[src/rtl/demux_stream_if.sv]
// rtl/demux_stream_if.sv - producer/consumer bundle for the registered 1-to-N stream demux.
interface demux_stream_if #(
  parameter int WIDTH    = 4,
  parameter int CHANNELS = 4,
  parameter int SEL_W    = 2,
  parameter int CNT_W    = 8
);
  logic [WIDTH-1:0]          in_data;
  logic [SEL_W-1:0]          in_sel;
  logic                      in_valid;
  logic                      in_ready;
  logic [CHANNELS*WIDTH-1:0] out_data;
  logic [CHANNELS-1:0]       out_valid;
  logic [CHANNELS-1:0]       out_ready;
  logic [CNT_W-1:0]          drop_count;

  // master: the environment driving words in and pulling them out
  modport master (
    output in_data, in_sel, in_valid, out_ready,
    input  in_ready, out_data, out_valid, drop_count
  );

  // slave: the demux itself
  modport slave (
    input  in_data, in_sel, in_valid, out_ready,
    output in_ready, out_data, out_valid, drop_count
  );
endinterface

[src/rtl/demux_stream.sv]
// rtl/demux_stream.sv - registered 1-to-N stream demux with one-entry channel buffers and a saturating drop counter.
module demux_stream #(
  parameter int WIDTH    = 4,
  parameter int CHANNELS = 4,
  parameter int SEL_W    = 2,
  parameter int CNT_W    = 8
) (
  input  logic           clk,
  input  logic           rst,
  demux_stream_if.slave  bus
);

  logic [CHANNELS-1:0] full;
  logic [WIDTH-1:0]    data [CHANNELS];
  logic [CNT_W-1:0]    drop_q;

  logic [CHANNELS-1:0] sel_hit;
  logic [CHANNELS-1:0] drain;
  logic [CHANNELS-1:0] can_take;
  logic                in_range;
  logic                in_ready;
  logic                accept;

  // One-hot decode avoids indexing full[] with a select that may exceed CHANNELS-1.
  always_comb begin
    sel_hit = '0;
    for (int k = 0; k < CHANNELS; k++) begin
      sel_hit[k] = (bus.in_sel == SEL_W'(k));
    end
  end

  assign drain    = full & bus.out_ready;
  assign can_take = ~full | bus.out_ready;
  assign in_range = |sel_hit;

  // Out-of-range words are always taken so they can be counted and discarded.
  assign in_ready = in_range ? |(sel_hit & can_take) : 1'b1;
  assign accept   = bus.in_valid && in_ready;

  always_ff @(posedge clk) begin
    if (rst) begin
      full   <= '0;
      drop_q <= '0;
    end else begin
      for (int k = 0; k < CHANNELS; k++) begin
        if (accept && sel_hit[k]) begin
          full[k] <= 1'b1;
        end else if (drain[k]) begin
          full[k] <= 1'b0;
        end
      end
      if (accept && !in_range && (drop_q != {CNT_W{1'b1}})) begin
        drop_q <= drop_q + 1'b1;
      end
    end
  end

  // Buffer contents need no reset: they are masked whenever full is clear.
  always_ff @(posedge clk) begin
    for (int k = 0; k < CHANNELS; k++) begin
      if (!rst && accept && sel_hit[k]) begin
        data[k] <= bus.in_data;
      end
    end
  end

  genvar g;
  generate
    for (g = 0; g < CHANNELS; g++) begin : g_out
      assign bus.out_data[g*WIDTH +: WIDTH] = full[g] ? data[g] : '0;
    end
  endgenerate

  assign bus.out_valid  = full;
  assign bus.in_ready   = in_ready;
  assign bus.drop_count = drop_q;

endmodule

[src/flat_wrapper.sv]
// flat-port wrapper written by rule: the top's interface ports become plain ports
module demux_stream_flat 
#(
  parameter int WIDTH    = 4,
  parameter int CHANNELS = 4,
  parameter int SEL_W    = 2,
  parameter int CNT_W    = 8
)
  (clk, rst, bus_in_data, bus_in_sel, bus_in_valid, bus_out_ready, bus_in_ready, bus_out_data, bus_out_valid, bus_drop_count);
  demux_stream_if #(.WIDTH(WIDTH), .CHANNELS(CHANNELS), .SEL_W(SEL_W), .CNT_W(CNT_W)) bus_i ();
  input  logic clk;
  input  logic rst;
  input wire logic [$bits(bus_i.in_data)-1:0] bus_in_data;
  input wire logic [$bits(bus_i.in_sel)-1:0] bus_in_sel;
  input wire logic [$bits(bus_i.in_valid)-1:0] bus_in_valid;
  input wire logic [$bits(bus_i.out_ready)-1:0] bus_out_ready;
  output wire logic [$bits(bus_i.in_ready)-1:0] bus_in_ready;
  output wire logic [$bits(bus_i.out_data)-1:0] bus_out_data;
  output wire logic [$bits(bus_i.out_valid)-1:0] bus_out_valid;
  output wire logic [$bits(bus_i.drop_count)-1:0] bus_drop_count;
  assign bus_i.in_data = bus_in_data;
  assign bus_i.in_sel = bus_in_sel;
  assign bus_i.in_valid = bus_in_valid;
  assign bus_i.out_ready = bus_out_ready;
  assign bus_in_ready = bus_i.in_ready;
  assign bus_out_data = bus_i.out_data;
  assign bus_out_valid = bus_i.out_valid;
  assign bus_drop_count = bus_i.drop_count;
  demux_stream #(.WIDTH(WIDTH), .CHANNELS(CHANNELS), .SEL_W(SEL_W), .CNT_W(CNT_W)) u_core (.clk(clk), .rst(rst), .bus(bus_i));
endmodule
[config.mk]
export PLATFORM = sky130hd
export DESIGN_NAME = demux_stream_flat
export DESIGN_NICKNAME = d
export VERILOG_FILES = /design/src/rtl/demux_stream_if.sv /design/src/rtl/demux_stream.sv /design/src/flat_wrapper.sv
export SDC_FILE = /design/constraint.sdc
export NUM_CORES = 1
export LEC_CHECK = 0
export ABC_CLOCK_PERIOD_IN_PS = 1700
export CORE_ASPECT_RATIO = 1.25
export CORE_MARGIN = 3
export CORE_UTILIZATION = 33
export CTS_CLUSTER_DIAMETER = 30
export DETAILED_ROUTE_END_ITERATION = 7
export SETUP_SLACK_MARGIN = 0.15
export SLEW_MARGIN = 20
export SYNTH_ARGS = -nofsm -noshare
export SYNTH_HDL_FRONTEND = slang
export SYNTH_SLANG_ARGS = --single-unit
[constraint.sdc]
create_clock -name clk -period 1.7 [get_ports clk]
set_input_delay 0.34 -clock clk [delete_from_list [all_inputs] [get_ports clk]]
set_output_delay 0.34 -clock clk [all_outputs]
set_load 0.02 [all_outputs]
==> results of run 1 <==
-- state kept, by name, summed over array words and instances, names as in the netlist --
register,count
u_core.bus.out_valid,4
u_core.bus.drop_count,8
u_core.data,16
-- power groups by stage --
stage	combinational, mW	sequential [mW]	clock (mW)
after CTS	0.128	0.732	0.322
after global placement	0.129	0.744	0
after global routing	0.137	0.734	0.346
final	0.126	0.732	0.306
after floorplan	0.0402	0.751	0
after detailed placement	0.131	0.745	0
-- cells in the final DEF (no fill, tap or decap), types with 7 or more instances in the layout --
| master | Yosys | layout |
|---|---|---|
| and2_1 | 16 | 14 |
| buf_2 | 0 | 12 |
| buf_4 | 0 | 17 |
| buf_6 | 1 | 7 |
| clkdlybuf4s50_1 | 0 | 7 |
| dfxtp_1 | 12 | 8 |
| dlygate4sd2_1 | 0 | 16 |
| edfxtp_1 | 16 | 16 |
| nor2b_1 | 8 | 8 |
-- area by class of cell --
cell class	instances	area [µm²]	share of cell area [%]
tap	36	45.04	2.773
clock buffer	4	36.28	2.234
inverter	1	3.754	0.2311
timing repair buffer	60	481.7	29.66
multi-input combinational	43	331.6	20.42
sequential	28	725.7	44.68
-- what timing repair did --
| action | 4_1_cts | 5_1_grt |
|---|---|---|
| resized for setup | 82 | 27 |
| setup buffers | 1 | 1 |
| endpoints found under the setup margin | 33 | 14 |
| hold endpoints to repair | 0 | 0 |
-- worst paths after layout --
path,from,to,slack [ns],cells past startpoint
worst min-delay path,u_core.bus.drop_count[0],u_core.bus.drop_count[0],0.48,1
worst min register to register,u_core.bus.drop_count[0],u_core.bus.drop_count[0],0.48,1
worst max-delay path,u_core.bus.out_valid[3],bus_in_ready,-0.002,3
worst max register to register,u_core.bus.out_valid[1],u_core.data[1][2],0.39,4
-- per-layer routing --
| metal | part of all wire, % | track usage, % | routed length [µm] |
|---|---|---|---|
| met1 | 39 | 12.57 | 845 |
| met2 | 53 | 22.81 | 1165 |
| met3 | 7.6 | 2.793 | 166 |
| met4 | 0 | 3.561 | 0 |
| met5 | 0 | 0 | 0 |
-- cells by family (layout without fill, tap and decap cells) --
group,Yosys count,count (layout),share of synthesized area (%)
AOI/OAI and AO/OA,4,4,2.294
buffers and inverters,3,65,1.811
DFF,28,28,69.57
muxes,1,1,2.174
and+or+nand+nor,38,38,24.15
==> results.ini, run 1 <==
[pwr]
p_switching_uw=236.8
p_total_mw=1.164
p_sw_share_pct=20.34
p_leak_nw=0.7290
clkPwrFrac_pct=26.2
p_int_uw=927.5
pwr-share-comb_pct=10.9
ir_drop_uv=421.5
p_per_area_mw_per_mm2=716.9
share_seq_of_total_power_pct=62.9

[clocking]
cts_tree=yes
hold_buffers=0
cts_buffers=3
cts_htree_levels=1
clk_pin_slew_ns=0.13
clockBufferDepth=2
ctsRootBufferMaster=clkbuf_4
cts_sinks=28
insertion_delay_ns=0.31

[detailed_routing]
drc_errors=0
vias_per_cell=4.442
ant_nets=0
finalWirelength_mm=2.178
first_iter_violations=11
wl_per_cell_um=12.66
vias=764
firstDrtPassIters=2

[placed_design]
gp_congestion=0.7399
place_ws_ns=-0.5733
port_buffers=41
dp.cells=166
placedInstanceArea_mm2=0.001604
dp.final_hpwl_mm=1.753

[final_layout]
antenna_cells=0
final_nets=150
stdcell_count=172
fill_cells=284
utilization_pct=54.63
area_growth_pct=56.76
final_layout_size_suffix_gt1_share_pct=38.97
final_cell_area_mm2=0.001624

[timing]
slew_headroom_pct=75.90
tightest_slew_ns=0.3565
tns_ns=-0.001802
final_max_slew_viol_count=0
setup_viol=1
setup_slack_ns=-0.001802
fin_crit_ns=1.702
grt_setup_unrepaired=yes
fmax_mhz=587.6
whs_ns=0.4766
post-route-period-util_pct=100.1
clock_skew_ns=0.0007290
finalHoldViolCount=0

[logic_synthesis]
syn-cell-area_mm2=0.001036
ys_types=16
synth_top_area_share_pct=46.38
yosys_warnings=0
synth.area.top_cells=edfxtp_1 46%, dfxtp_1 23%, and2_1 9.7%, nor2b_1 4.8%, nand2b_1 3.0%
synth_edf_count=16
ys_seq_area_share_pct=69.57
syn-instance-count=74
synth_common_cells=16 x and2_1, 16 x edfxtp_1, 12 x dfxtp_1
synth_top_area_cell=edfxtp_1
synth.avg_cell_area_um2=14.00
synth_nets=87
synth-async-reset-ratio_pct=0
synthFlopType=edfxtp_1
ys_ff_latch=28

[grt]
grt_pass1_wl_mm=3.505
grt_pass1_vias=780
gr-total-overflow=0
antenna_found_initial=0
groute.usage.overall_pct=11.70
grt_start_max_net_pins=16

[setup_path]
cpLargestDelayFamily=multiplexers
slowest_stage=mux4_2
path_max_fanout=2
cpPeakStageDelay_ns=0.47
startpoint_type=flop
path_cells=nand2b_4 -> mux4_2 -> buf_6
crit_path_end_kind=primary output
required_ns=1.36
path_buf_inv=1
crit_arrival_ns=1.36
critical_path_class=reg -> out

[min_path]
hp-class=reg -> reg

[flow_run]
drv_cap=0

[floorplan]
pin_count=42
start_util_pct=34.85
die_height_um=68.65
core_mm2=0.002973
die-area_mm2=0.003852
die_x_um=56.12
rows=22

[status]
violations=setup timing
status=finished, violations left

No activity file was read; power rests on OpenSTA's default activity.
==> run 2, diff against run 1 <==
--- a/config.mk
+++ b/config.mk
@@ -5,6 +5,7 @@
 export SDC_FILE = /design/constraint.sdc
 export NUM_CORES = 1
 export LEC_CHECK = 0
+export ABC_AREA = 1
 export ABC_CLOCK_PERIOD_IN_PS = 1700
 export CORE_ASPECT_RATIO = 1.25
 export CORE_MARGIN = 3
==> results.ini, run 2 <==
[status]
status=finished clean

[grt]
grt_start_max_net_pins=16  ; unchanged
grt_pass1_wl_mm=4.008  ; +14%
grt_pass1_vias=908  ; +16%
antenna_found_initial=0  ; unchanged
groute.usage.overall_pct=12.75  ; +1.1 points
gr-total-overflow=0  ; unchanged

[clocking]
hold_buffers=0  ; unchanged
insertion_delay_ns=0.31  ; about the same
cts_buffers=3  ; unchanged
cts_sinks=28  ; unchanged
clk_pin_slew_ns=0.13  ; about the same
clockBufferDepth=2  ; unchanged
cts_htree_levels=1  ; unchanged
ctsRootBufferMaster=clkbuf_4
cts_tree=yes

[floorplan]
core_mm2=0.003055  ; +2.8%
start_util_pct=35.79  ; +0.94 points
die_x_um=57.49  ; +2.5%
pin_count=42  ; unchanged
die_height_um=70.36  ; +2.5%
rows=22  ; unchanged
die-area_mm2=0.004045  ; +5.0%

[timing]
grt_setup_unrepaired=yes
whs_ns=0.2963  ; -0.1803 ns
setup_slack_ns=0.2068  ; +0.2086 ns
tightest_slew_ns=0.2413  ; -0.1153 ns
fmax_mhz=669.7  ; +14%
slew_headroom_pct=83.86  ; +8.0 points
fin_crit_ns=1.493  ; -0.2086 ns
clock_skew_ns=0.003414  ; +0.002685 ns
tns_ns=0  ; +0.001802 ns
finalHoldViolCount=0  ; unchanged
post-route-period-util_pct=87.84  ; -12 points
final_max_slew_viol_count=0  ; unchanged
setup_viol=0  ; -1

[final_layout]
mostFrequentLayoutCell=inv_1
regMostFlops=u_core.data
final_nets=192  ; +28%
utilization_pct=52.13  ; -2.5 points
final_layout_size_suffix_gt1_share_pct=24.72  ; -14 points
largest_reg_flops=16  ; unchanged
final_cell_mix=35 x inv_1, 29 x nand2_1, 16 x edfxtp_1
antenna_cells=0  ; unchanged
area_growth_pct=45.65

[setup_path]
critPathMostFrequentCell=nand2_1
cpPeakStageDelay_ns=0.27  ; -0.20 ns
r2r_slack_ns=0.36  ; -0.03 ns
startpoint_type=primary input
crit-reg2reg-launch=u_core.bus.out_valid[3]
cp.depth=8  ; +5
path_max_fanout=4  ; +2
required_ns=1.36  ; about the same
cpLargestDelayFamily=buffers and inverters
r2r-end=u_core.data[3][1]
startpoint=bus_in_sel[0]
path_cells=dlygate4sd2_1 -> inv_1 -> nor2_1 -> nand2_1 -> nand2_1 -> inv_2 -> nand2_4 -> buf_6
crit_arrival_ns=1.15  ; -0.21 ns
reg2reg_depth=9  ; +5
crit_end=bus_in_ready
slowest_stage=dlygate4sd2_1
crit_path_end_kind=primary output
path_buf_inv=4  ; +3
critical_path_class=in -> out

[logic_synthesis]
ys_types=9  ; -7
synth_nets=135  ; +55%
synth_common_cells=39 x inv_1, 32 x nand2_1, 16 x edfxtp_1
yosysMostFrequentCell=inv_1
synth_top_area_share_pct=43.94  ; -2.4 points
synth.area.top_cells=edfxtp_1 44%, dfxtp_1 22%, inv_1 13%, nand2_1 11%, nor2_1 4.8%
synth_top_area_cell=edfxtp_1
synth.avg_cell_area_um2=8.964  ; -36%
synth_edf_count=16  ; unchanged
synthFlopType=edfxtp_1
synth-async-reset-ratio_pct=0  ; unchanged
ys_ff_latch=28  ; unchanged
yosys_warnings=0  ; unchanged
syn-cell-area_mm2=0.001094  ; +5.6%
ys_seq_area_share_pct=65.90  ; -3.7 points
syn-instance-count=122  ; +65%

[detailed_routing]
drc_errors=0  ; unchanged
first_iter_violations=15  ; +4
finalWirelength_mm=2.334  ; +7.2%
highest_layer=met4
wl_met2_mm=1.287  ; +10%
wl_per_cell_um=10.91  ; -14%
vias=891  ; +17%
m1WireLength_um=892  ; +5.6%
ant_nets=0  ; unchanged
wl_met3_um=111  ; -33%
firstDrtPassIters=4  ; +2
vias_per_cell=4.164  ; -6.3%

[pwr]
p_leak_nw=0.9332  ; +28%
p_per_area_mw_per_mm2=704.4  ; -1.7%
ir_drop_uv=477.3  ; +13%

[flow_run]
drv_cap=0  ; unchanged

[placed_design]
port_buffers=41  ; unchanged
place_ws_ns=-0.5562  ; +0.01717 ns
gp_congestion=0.8366  ; +13%
dp.final_hpwl_mm=1.885  ; +7.5%

[min_path]
hp-class=in -> reg

-- run 2: cell count changes after synthesis, sizes merged, moves of 4 or more --
| cell | change |
|---|---|
| nand3 | +5 |
| nand2b | -5 |
| a21oi | -4 |
| nand2 | +33 |
| and2 | -16 |
| nor2b | -8 |
| inv | +38 |
| nor2 | +14 |
-- run 2: worst min-delay path by stage --
stage / to / slack, ns / from / cells after the start
floorplan: u_core.data[0][0] / 0.44 / bus_in_data[0] / 0
global placement: u_core.bus.drop_count[5] / 0.41 / u_core.bus.drop_count[5] / 2
detailed placement: u_core.bus.drop_count[0] / 0.41 / u_core.bus.drop_count[0] / 2
CTS: u_core.bus.drop_count[0] / 0.43 / u_core.bus.drop_count[0] / 2
global route: u_core.bus.out_valid[2] / 0.29 / bus_out_ready[2] / 4
finish: u_core.bus.out_valid[1] / 0.30 / bus_out_ready[1] / 4
-- run 2: area by class of cell --
class                   instances  area, µm²
fillers                       294       1463
well taps                      36      45.04
clock buffers                   3      22.52
clock inverters                 1      3.754
flip-flops and latches         28      724.4
repair buffers                 53      421.7
inverters                      39      146.4
multi-input cells              54      229.0
-- run 2: metrics by stage --
stage / instance area, µm² / power, mW / instances
floorplan: 1094 / 0.8029 / 122
global placement: 1632 / 0.8863 / 210
detailed placement: 1632 / 0.8893 / 210
CTS: 1650 / 1.135 / 214
global route: 1593 / 1.180 / 214
finish: 1593 / 1.122 / 214
-- run 2: routing by layer --
| metal | track usage, % | vias to the layer above |
|---|---|---|
| met4 | 5.412 | 0 |
| met3 | 2.403 | 4 |
| met5 | 0 | - |
| met1 | 14.04 | 402 |
| li1 | - | 462 |
| met2 | 23.12 | 23 |
-- run 2: logic make-up after synthesis --
kind of cell	count (synthesis)	share of synthesized area, %
flops	28	65.90
buf+inv	40	14.07
simple gates	53	19.57
compound gates	1	0.4572
-- run 2: worst reg2reg max path: stages, from the launching register on --
cell,delay (ns)
dfxtp_2,0.35
nand2_2,0.07
nand2_1,0.06
nand2_1,0.08
inv_2,0.04
nand2_4,0.06
buf_4,0.12
nand2_1,0.06
nor2_1,0.10
buf_4,0.14
-- run 2: where the power goes --
part           internal [mW]  switching (mW)
Combinational         0.0617          0.0731
Sequential             0.728         0.00391
Clock                 0.0857           0.170
-- run 2: repair_timing --
item / in CTS / in global routing
buffers inserted: 0 / 0
setup endpoints to repair: 45 / 33
pin swaps: 0 / 3
resized for setup: 61 / 32
==> run 3, diff against run 2 <==
--- a/config.mk
+++ b/config.mk
@@ -9,9 +9,11 @@
 export ABC_CLOCK_PERIOD_IN_PS = 1700
 export CORE_ASPECT_RATIO = 1.25
 export CORE_MARGIN = 3
-export CORE_UTILIZATION = 33
+export CORE_UTILIZATION = 42
 export CTS_CLUSTER_DIAMETER = 30
 export DETAILED_ROUTE_END_ITERATION = 7
+export PLACE_DENSITY = 0.77
+export REMOVE_ABC_BUFFERS = 1
 export SETUP_SLACK_MARGIN = 0.15
 export SLEW_MARGIN = 20
 export SYNTH_ARGS = -nofsm -noshare
==> results.ini, run 3 (synthesis gave the netlist of run 2 again) <==
[clocking]
cts_sinks=28  ; unchanged
cts_buffers=3  ; unchanged
clockBufferDepth=2  ; unchanged
ctsRootBufferMaster=clkbuf_4
cts_tree=yes
cts_htree_levels=1  ; unchanged
clk_pin_slew_ns=0.13  ; about the same
insertion_delay_ns=0.32  ; about the same
hold_buffers=0  ; unchanged

[placed_design]
dp.final_hpwl_mm=1.877  ; -0.46%
gp_congestion=0.6662  ; -20%
port_buffers=41  ; unchanged

[setup_path]
required_ns=1.36  ; about the same
critPathMostFrequentCell=nand2_1
cpLargestDelayFamily=buffers and inverters
startpoint_type=primary input
path_max_fanout=2  ; -2
cpPeakStageDelay_ns=0.45  ; +0.18 ns
critical_path_class=in -> out
crit_arrival_ns=1.22  ; +0.07 ns
slowest_stage=clkdlybuf4s50_1
path_buf_inv=4  ; unchanged
path_cells=clkdlybuf4s50_1 -> inv_1 -> nand2_1 -> nand2_1 -> nand2_1 -> inv_2 -> nand2_4 -> buf_6
crit_path_end_kind=primary output

[timing]
fin_crit_ns=1.560  ; +0.06717 ns
finalHoldViolCount=0  ; unchanged
slew_headroom_pct=84.32  ; +0.47 points
fmax_mhz=640.9  ; -4.3%
tightest_slew_ns=0.2343  ; -0.006992 ns
final_max_slew_viol_count=0  ; unchanged
tns_ns=0  ; unchanged
post-route-period-util_pct=91.79  ; +4.0 points
grt_setup_unrepaired=yes
clock_skew_ns=0.005880  ; +0.002466 ns
setup_viol=0  ; unchanged

[pwr]
p_int_uw=921.9  ; +5.3%
ir_drop_uv=686.2  ; +44%
p_sw_share_pct=21.29  ; -0.69 points
p_leak_nw=0.9239  ; -0.99%
p_total_mw=1.171  ; +4.4%
clkPwrFrac_pct=26.0  ; +3.2 points
p_switching_uw=249.3  ; +1.1%
p_per_area_mw_per_mm2=728.4  ; +3.4%
share_seq_of_total_power_pct=62.5  ; -2.7 points
pwr-share-comb_pct=11.6  ; -0.4 points

[final_layout]
final_layout_size_suffix_gt1_share_pct=23.46  ; -1.3 points
area_growth_pct=47.02
final_nets=193  ; +0.52%
fill_cells=225  ; -23%
final_cell_mix=36 x inv_1, 32 x nand2_1, 16 x edfxtp_1
largest_reg_flops=16  ; unchanged
multi_input_area_um2=224.0  ; -2.2%
ff_latch_area_um2=726.9  ; +0.35%
antenna_cells=0  ; unchanged
mostFrequentLayoutCell=inv_1
regMostFlops=u_core.data

[detailed_routing]
first_iter_violations=21  ; +6
vias_per_cell=4.245  ; +2.0%
wl_per_cell_um=10.85  ; -0.53%
finalWirelength_mm=2.300  ; -1.5%
firstDrtPassIters=4  ; unchanged
ant_nets=0  ; unchanged
drc_errors=0  ; unchanged
vias=900  ; +1.0%

[floorplan]
pin_count=42  ; unchanged
die_height_um=63.05  ; -10%
die_x_um=51.64  ; -10%
start_util_pct=44.59  ; +8.8 points
rows=20  ; -9.1%
core_mm2=0.002452  ; -20%
die-area_mm2=0.003256  ; -20%

[grt]
groute.usage.overall_pct=14.65  ; +1.9 points
grt_pass1_vias=869  ; -4.3%
gr-total-overflow=0  ; unchanged
grt_pass1_wl_mm=3.663  ; -8.6%
grt_start_max_net_pins=16  ; unchanged
antenna_found_initial=0  ; unchanged

[min_path]
hp-class=in -> reg

[status]
status=finished clean

[flow_run]
drv_cap=0  ; unchanged

[run 3: layer usage]
metal | global-route usage, % | vias to the layer above | share of wire, %
li1 | - | 462 | -
met1 | 16.43 | 405 | 40
met2 | 27.07 | 29 | 54
met3 | 2.364 | 4 | 5.5
met4 | 4.918 | 0 | 0.70
met5 | 0 | - | 0
[run 3: power groups by stage]
| stage | Combinational (mW) | Clock (mW) | Sequential [mW] |
|---|---|---|---|
| after global routing | 0.147 | 0.347 | 0.733 |
| after floorplan | 0.0463 | 0 | 0.753 |
| after detailed placement | 0.143 | 0 | 0.748 |
| after CTS | 0.140 | 0.309 | 0.733 |
| after global placement | 0.140 | 0 | 0.747 |
| final | 0.135 | 0.304 | 0.732 |
[run 3: worst min-delay path: stages]
cell and delay, ns:
dlymetal6s2s_1 0.10, inv_2 0.04, buf_4 0.12, nand3_1 0.06
nand2_1 0.05
[run 3: stage by stage]
step / instances / setup WS (ns) / instance area, µm² / hold slack (ns) / utilization, %
floorplan: 121 / 0.3301 / 1086 / 0.4122 / -
global placement: 208 / -0.4593 / 1635 / 0.4083 / 66.68
detailed placement: 208 / -0.5371 / 1635 / 0.4198 / 66.68
CTS: 212 / 0.1240 / 1662 / 0.4368 / 67.76
global route: 212 / 0.09391 / 1608 / 0.4076 / 65.56
finish: 212 / 0.1396 / 1608 / 0.4051 / 65.56
[run 3: layout make-up]
cell class,instances,share of cell area (%)
clock buffers,4,2.257
inverters,39,9.105
multi-input cells,54,13.93
flip-flops and latches,28,45.21
well taps,33,2.568
repair buffers,54,26.93
[run 3: timing repair]
| item | 4_1_cts | 5_1_grt |
|---|---|---|
| setup buffers | 0 | 0 |
| hold endpoints to repair | 0 | 0 |
| pin swaps | 0 | 3 |
| resized for setup | 57 | 22 |
| endpoints found under the setup margin | 45 | 30 |
[run 3: final timing paths]
check / from / to / slack (ns) / cells after the start
hold reg to reg: u_core.bus.drop_count[7] / u_core.bus.drop_count[7] / 0.44 / 2
setup reg to reg: u_core.bus.out_valid[2] / u_core.data[2][0] / 0.32 / 9
setup / recovery: bus_out_ready[0] / bus_in_ready / 0.14 / 8
hold / removal: bus_out_ready[1] / u_core.bus.out_valid[1] / 0.41 / 5
